===== src/rtl/brick_field.sv =====
// Playfield occupancy map for the brick game: bricks in rows 0..10, paddle in row 11.
// Each ball step is resolved in three single-cycle scans (vertical, horizontal,
// diagonal) that clear at most one brick each and keep score/brick count in step.
module brick_field #(
    parameter int BRICK_TOP    = 1,
    parameter int BRICK_ROWS   = 3,
    parameter int PADDLE_WIDTH = 4
) (
    input  logic         clock,
    input  logic         reset,
    input  logic         start,
    input  logic         ball_step,
    input  logic [3:0]   Ball_rowIndex,
    input  logic [3:0]   Ball_colIndex,
    input  logic [1:0]   Ball_direction,
    input  logic [3:0]   paddle_col,
    output logic [191:0] data,
    output logic [7:0]   score,
    output logic [7:0]   bricks_left,
    output logic         busy,
    output logic         game_over,
    output logic         win
);

    typedef enum logic [2:0] {
        ST_IDLE,
        ST_PLAY,
        ST_SCAN_V,
        ST_SCAN_H,
        ST_SCAN_D,
        ST_LOST,
        ST_WIN
    } state_t;

    localparam logic [3:0]  PADDLE_MAX  = 4'(16 - PADDLE_WIDTH);
    localparam logic [15:0] PADDLE_ONES = 16'((33'd1 << PADDLE_WIDTH) - 33'd1);
    localparam logic [7:0]  BRICK_COUNT = 8'(BRICK_ROWS * 16);

    // Rows BRICK_TOP..BRICK_TOP+BRICK_ROWS-1 fully populated, everything else empty.
    function automatic logic [175:0] brickMask();
        logic [175:0] m;
        m = '0;
        for (int r = 0; r < 11; r++) begin
            if (r >= BRICK_TOP && r < BRICK_TOP + BRICK_ROWS) begin
                m[r*16 +: 16] = 16'hFFFF;
            end
        end
        return m;
    endfunction

    localparam logic [175:0] BRICK_MASK = brickMask();

    state_t        state_q, state_d;
    logic [175:0]  field_q, field_d;
    logic [15:0]   paddle_q;
    logic [7:0]    score_q, score_d;
    logic [7:0]    left_q, left_d;
    logic [3:0]    row_q, row_d;
    logic [3:0]    col_q, col_d;
    logic [1:0]    dir_q, dir_d;
    logic          hitV_q, hitV_d;
    logic          hitH_q, hitH_d;
    logic          busy_q, gameOver_q, win_q;

    logic [3:0]    paddleCol;
    logic [15:0]   paddleMask;
    logic [4:0]    rowAdj, colAdj;
    logic [4:0]    tRow, tCol;
    logic [7:0]    tIdx;
    logic          tLegal, tSet;
    logic          clearHit;
    logic [7:0]    leftAfter;

    // Paddle mask from the clamped paddle column so the paddle never runs off the right edge.
    always_comb begin
        paddleCol  = (paddle_col > PADDLE_MAX) ? PADDLE_MAX : paddle_col;
        paddleMask = PADDLE_ONES << paddleCol;
    end

    // The paddle row follows paddle_col every cycle, reset or not, so it has no reset branch.
    always_ff @(posedge clock) begin
        paddle_q <= paddleMask;
    end

    // Pick the cell probed by the current scan; 5-bit arithmetic exposes 4-bit wraps as out of range.
    always_comb begin
        rowAdj = dir_q[1] ? ({1'b0, row_q} + 5'd1) : ({1'b0, row_q} - 5'd1);
        colAdj = dir_q[0] ? ({1'b0, col_q} + 5'd1) : ({1'b0, col_q} - 5'd1);
        tRow   = rowAdj;
        tCol   = colAdj;
        case (state_q)
            ST_SCAN_V: begin
                tRow = rowAdj;
                tCol = {1'b0, col_q};
            end
            ST_SCAN_H: begin
                tRow = {1'b0, row_q};
                tCol = colAdj;
            end
            default: begin
                tRow = rowAdj;
                tCol = colAdj;
            end
        endcase
        tLegal = (tRow < 5'd11) && (tCol < 5'd16);
        tIdx   = {tRow[3:0], tCol[3:0]};
        tSet   = tLegal && field_q[tIdx];
    end

    // Next-state logic: start/reload, step latch, the three scans and their counter updates.
    always_comb begin
        state_d   = state_q;
        field_d   = field_q;
        score_d   = score_q;
        left_d    = left_q;
        row_d     = row_q;
        col_d     = col_q;
        dir_d     = dir_q;
        hitV_d    = hitV_q;
        hitH_d    = hitH_q;
        clearHit  = 1'b0;
        leftAfter = left_q;

        case (state_q)
            ST_IDLE, ST_LOST, ST_WIN: begin
                if (start) begin
                    field_d = BRICK_MASK;
                    left_d  = BRICK_COUNT;
                    score_d = 8'd0;
                    state_d = ST_PLAY;
                end
            end
            ST_PLAY: begin
                if (ball_step) begin
                    row_d   = Ball_rowIndex;
                    col_d   = Ball_colIndex;
                    dir_d   = Ball_direction;
                    hitV_d  = 1'b0;
                    hitH_d  = 1'b0;
                    state_d = (Ball_rowIndex == 4'd11) ? ST_LOST : ST_SCAN_V;
                end
            end
            ST_SCAN_V: begin
                clearHit = tSet;
                hitV_d   = tSet;
                state_d  = ST_SCAN_H;
            end
            ST_SCAN_H: begin
                clearHit = tSet;
                hitH_d   = tSet;
                state_d  = ST_SCAN_D;
            end
            ST_SCAN_D: begin
                clearHit  = tSet && !hitV_q && !hitH_q;
                leftAfter = clearHit ? (left_q - 8'd1) : left_q;
                state_d   = (leftAfter == 8'd0) ? ST_WIN : ST_PLAY;
            end
            default: begin
                state_d = ST_IDLE;
            end
        endcase

        if (clearHit) begin
            field_d[tIdx] = 1'b0;
            left_d        = left_q - 8'd1;
            score_d       = (score_q == 8'hFF) ? score_q : (score_q + 8'd1);
        end
    end

    // State, map, counters and registered status flags; reset wipes any partial scan.
    always_ff @(posedge clock) begin
        if (reset) begin
            state_q    <= ST_IDLE;
            field_q    <= '0;
            score_q    <= 8'd0;
            left_q     <= 8'd0;
            row_q      <= 4'd0;
            col_q      <= 4'd0;
            dir_q      <= 2'd0;
            hitV_q     <= 1'b0;
            hitH_q     <= 1'b0;
            busy_q     <= 1'b0;
            gameOver_q <= 1'b0;
            win_q      <= 1'b0;
        end else begin
            state_q    <= state_d;
            field_q    <= field_d;
            score_q    <= score_d;
            left_q     <= left_d;
            row_q      <= row_d;
            col_q      <= col_d;
            dir_q      <= dir_d;
            hitV_q     <= hitV_d;
            hitH_q     <= hitH_d;
            busy_q     <= (state_d == ST_SCAN_V) || (state_d == ST_SCAN_H) || (state_d == ST_SCAN_D);
            gameOver_q <= (state_d == ST_LOST);
            win_q      <= (state_d == ST_WIN);
        end
    end

    assign data        = {paddle_q, field_q};
    assign score       = score_q;
    assign bricks_left = left_q;
    assign busy        = busy_q;
    assign game_over   = gameOver_q;
    assign win         = win_q;

endmodule


===== config.mk =====
export PLATFORM = sky130hd
export DESIGN_NAME = brick_field
export DESIGN_NICKNAME = d
export VERILOG_FILES = /design/src/rtl/brick_field.sv
export SDC_FILE = /design/constraint.sdc
export NUM_CORES = 1
export LEC_CHECK = 0
export ABC_AREA = 1
export BUFFER_PORTS_ARGS = -buffer_cell sky130_fd_sc_hd__buf_2
export CAP_MARGIN = 20
export CELL_PAD_IN_SITES_DETAIL_PLACEMENT = 0
export CELL_PAD_IN_SITES_GLOBAL_PLACEMENT = 1
export CORE_ASPECT_RATIO = 1.2
export CORE_MARGIN = 2
export CORE_UTILIZATION = 38
export CTS_CLUSTER_SIZE = 12
export DETAILED_ROUTE_END_ITERATION = 6
export PLACE_DENSITY_LB_ADDON = 0.1
export SLEW_MARGIN = 0
export SYNTH_ARGS = -nofsm -noshare
export SYNTH_HDL_FRONTEND = slang
export SYNTH_SLANG_ARGS = --single-unit

===== constraint.sdc =====
create_clock -name clock -period 3.71 [get_ports clock]
set_input_delay 0.742 -clock clock [delete_from_list [all_inputs] [get_ports clock]]
set_output_delay 0.742 -clock clock [all_outputs]
set_load 0.02 [all_outputs]

==> reports/qor.yml <==
clkSinkCount: 226
synth_warnings: 0
fmax_ghz: 0.288
io_pins: 229
syn_nets: 1774
diodes: 0
worstMarginPinSlew_ns: 0.986
vias_per_cell: 4.77
hold_class: "input port to flip-flop"
p_total_mw: 8.43
synth_area_sq_mm: 0.0112
ys_types: 40
r2r_start: "row_q[0]"
status: "finished, final reports clean"
clk_latency_ns: 0.56
critPathMaxFanout: 7
skew_ns: 0.0163
numCtsBuffers: 26
layout.nets: 1992
grt_usage_pct: 25.1
fill_cells: 3108
vias: 11288
fp-row-count: 68
coreArea_sq_mm: 0.0289
grt_pass1_vias: 10207
gp_congestion: 0.841
drv_cap: 0
endpoint_kind: "flip-flop"
critical-path-slowest-cell: "fa_1"
antenna_found_initial: 0
drcViolationCount: 0
multi_input_area_sq_mm: 0.00501
portBuffers: 228
clk_pin_slew_worst_paths_ns: 0.06
hold_path_startpoint: "paddle_col[1]"
drtAntennaViolNets: 0
arrival_ns: 3.95
grt_pass1_wl_um: 60300
clockRootBuffer: "clkbuf_16"
die_width_um: 161
grt_start_max_net_pins: 64
cts_tree: "built"
dieArea_sq_mm: 0.0310
fin_setup_tns_ns: 0
fin_cells: 2368
worstSetupPathType: "flip-flop to flip-flop"
worstSetupStartpointType: "flip-flop"
vdd_drop_max_v: 0.000392
dp.cells: 2318
dpl_worst_slack_ns: 0.00118
post-route-min-period_ns: 3.47
fp.dieH_um: 192
drv_slew: 0
htreeDepth: 1
p_leak_nw: 8.05
synth_edf_count: 0
setup_ws_ns: 0.240
fin_util_pct: 48.2
clk_path_buf_depth: 3
syn_inst: 1745
layout-drive-gt1-share_pct: 18.4
start_util_pct: 38.9
synth-async-reset-ratio_pct: 0
cpPeakStageDelay_ns: 0.48
worst-r2r-setup-slack_ns: 0.24
wl_per_cell_um: 17.0
finalHoldViolCount: 0
gr-total-overflow: 0
setup-violations-final: 0
crit_path_start: "row_q[0]"
rsz0062_at_grt: "true"
max_slew_margin_pct: 34.1
synth_area_per_cell_sq_um: 6.44
fin_crit_sh_pct: 93.5
cp_cell_sequence: "inv_1, fa_1, or2_2, o21ai_2, inv_1, nor2_2, buf_4, inv_1, nor2_1, nor2_1, a21oi_1, nor2_4, nand3_2, buf_4, nor2_2, nor2_2, o21ai_0, nor2_1"
p_per_area_mw_per_mm2: 605
drtIter0Drc: 798
dp.final_hpwl_um: 27600
drt_wl_total_um: 40300
regArea_sq_mm: 0.00453
first_pass_iters: 5
yosys_most_used_dff: "dfxtp_1"
synth-seq-area-share_pct: 40.3
ys_ff_latch: 226
cp_data_required_time_ns: 4.19
area_growth_pct: 24.0
path summary, 6_finish.rpt:
check,endpoint,cells past startpoint
hold / removal,paddle_q[1],2
hold reg to reg,bricks_left[1],2
setup / recovery,score[2],18
setup reg to reg,score[2],18
synthesized netlist by cell type, types with 2 or more instances:
master    instances  area [sq um]
nor2_1          181           679
a21oi_2           2          17.5
buf_4             2          15.0
nand2_1         444          1670
clkbuf_1         55           206
xnor2_1           4          35.0
nor3_1            7          35.0
buf_6             4          45.0
a21oi_1          70           350
inv_1           364          1370
xor2_1            9          78.8
nand2_2           6          37.5
nand4_1           6          37.5
dfxtp_1         226          4520
nor2_2            4          25.0
a211oi_1          2          15.0
ha_1              9           113
nand3b_1          7          52.6
o21bai_1         28           210
fa_1              2          40.0
inv_2             6          22.5
nand3_1          39           195
buf_2            27           135
o21ai_0         147           736
o211ai_1         16           120
o21ai_1          60           300
or2_2             2          12.5
nand3_2           4          40.0
power by group:
group	internal [mW]	switching, mW	leakage (nW)	total, mW
Clock	1.63	1.08	0.452	2.71
Sequential	2.55	0.102	1.84	2.65
Combinational	0.929	2.14	5.76	3.07
placed cells by master, fill, tap and decap left out, drive strengths merged, types with 3 or more instances in the layout:
cell type and instances:
nand2 450, inv 370, o21ai 208, buf 279
nor3 7, clkinv 7, nand3 44, dfxtp 226
clkbuf 40, xor2 10, nand4 6, nor2 187
xnor2 4, nand3b 7, a21oi 72, o211ai 16
or2 3, ha 9, o21bai 28
what timing repair did:
action / in CTS / in global routing
setup endpoints to repair: 36 / 193
resized for setup: 1 / 26
setup buffers: 0 / 2
pin swaps: 0 / 1
hold buffers: 0 / 0
worst max-delay path, delay by kind of cell, from the launching register on:
kind                       cells  cell delay, ns
buffers and inverters          5            0.76
AOI/OAI and AO/OA              3            0.47
and+or+nand+nor                9            1.29
adders and majority gates      1            0.48
DFF                            1            0.40
registers in the layout, indices dropped and copies added, names as in the netlist:
register and flops:
hitH_q 1, win 1, busy 1, score 8, hitV_q 1, dir_q 2, field_q 176, row_q 4
game_over 1, paddle_q 16, col_q 4, state_q 3, bricks_left 8
routing by layer:
layer	share of wire [%]	global-route usage (%)	routed length, um
met1	45	33.9	18200
met2	47	42.5	18900
met3	5.9	3.65	2370
met4	2.2	6.11	892
met5	0	0	0
stage by stage:
stage / hold WS (ns) / area [sq um]
after CTS: 0.380 / 13800
after global routing: 0.398 / 13900
final: 0.401 / 13900
after global placement: 0.472 / 12900
after detailed placement: 0.474 / 12900
after floorplan: 0.477 / 11200
cell type report:
type	instances	area share [%]
tap	385	3.46
clock buffer	40	5.76
multi-input combinational	1059	36.0
timing repair buffer	279	11.5
sequential	226	32.5
inverter	371	10.0
clock inverter	8	0.754
cells by family (layout without fill, tap and decap cells):
family | count (synthesis) | count (layout) | synth area share, %
adder cells (fa/ha/maj) | 11 | 11 | 1.36
buffers and inverters | 460 | 698 | 16.0
flip-flops | 226 | 226 | 40.3
AND/OR/NAND/NOR | 705 | 705 | 25.3
AO/OA/AOI/OAI | 329 | 329 | 15.9
XOR/XNOR | 14 | 14 | 1.16
Note: power is estimated with default switching activity, not from simulation.
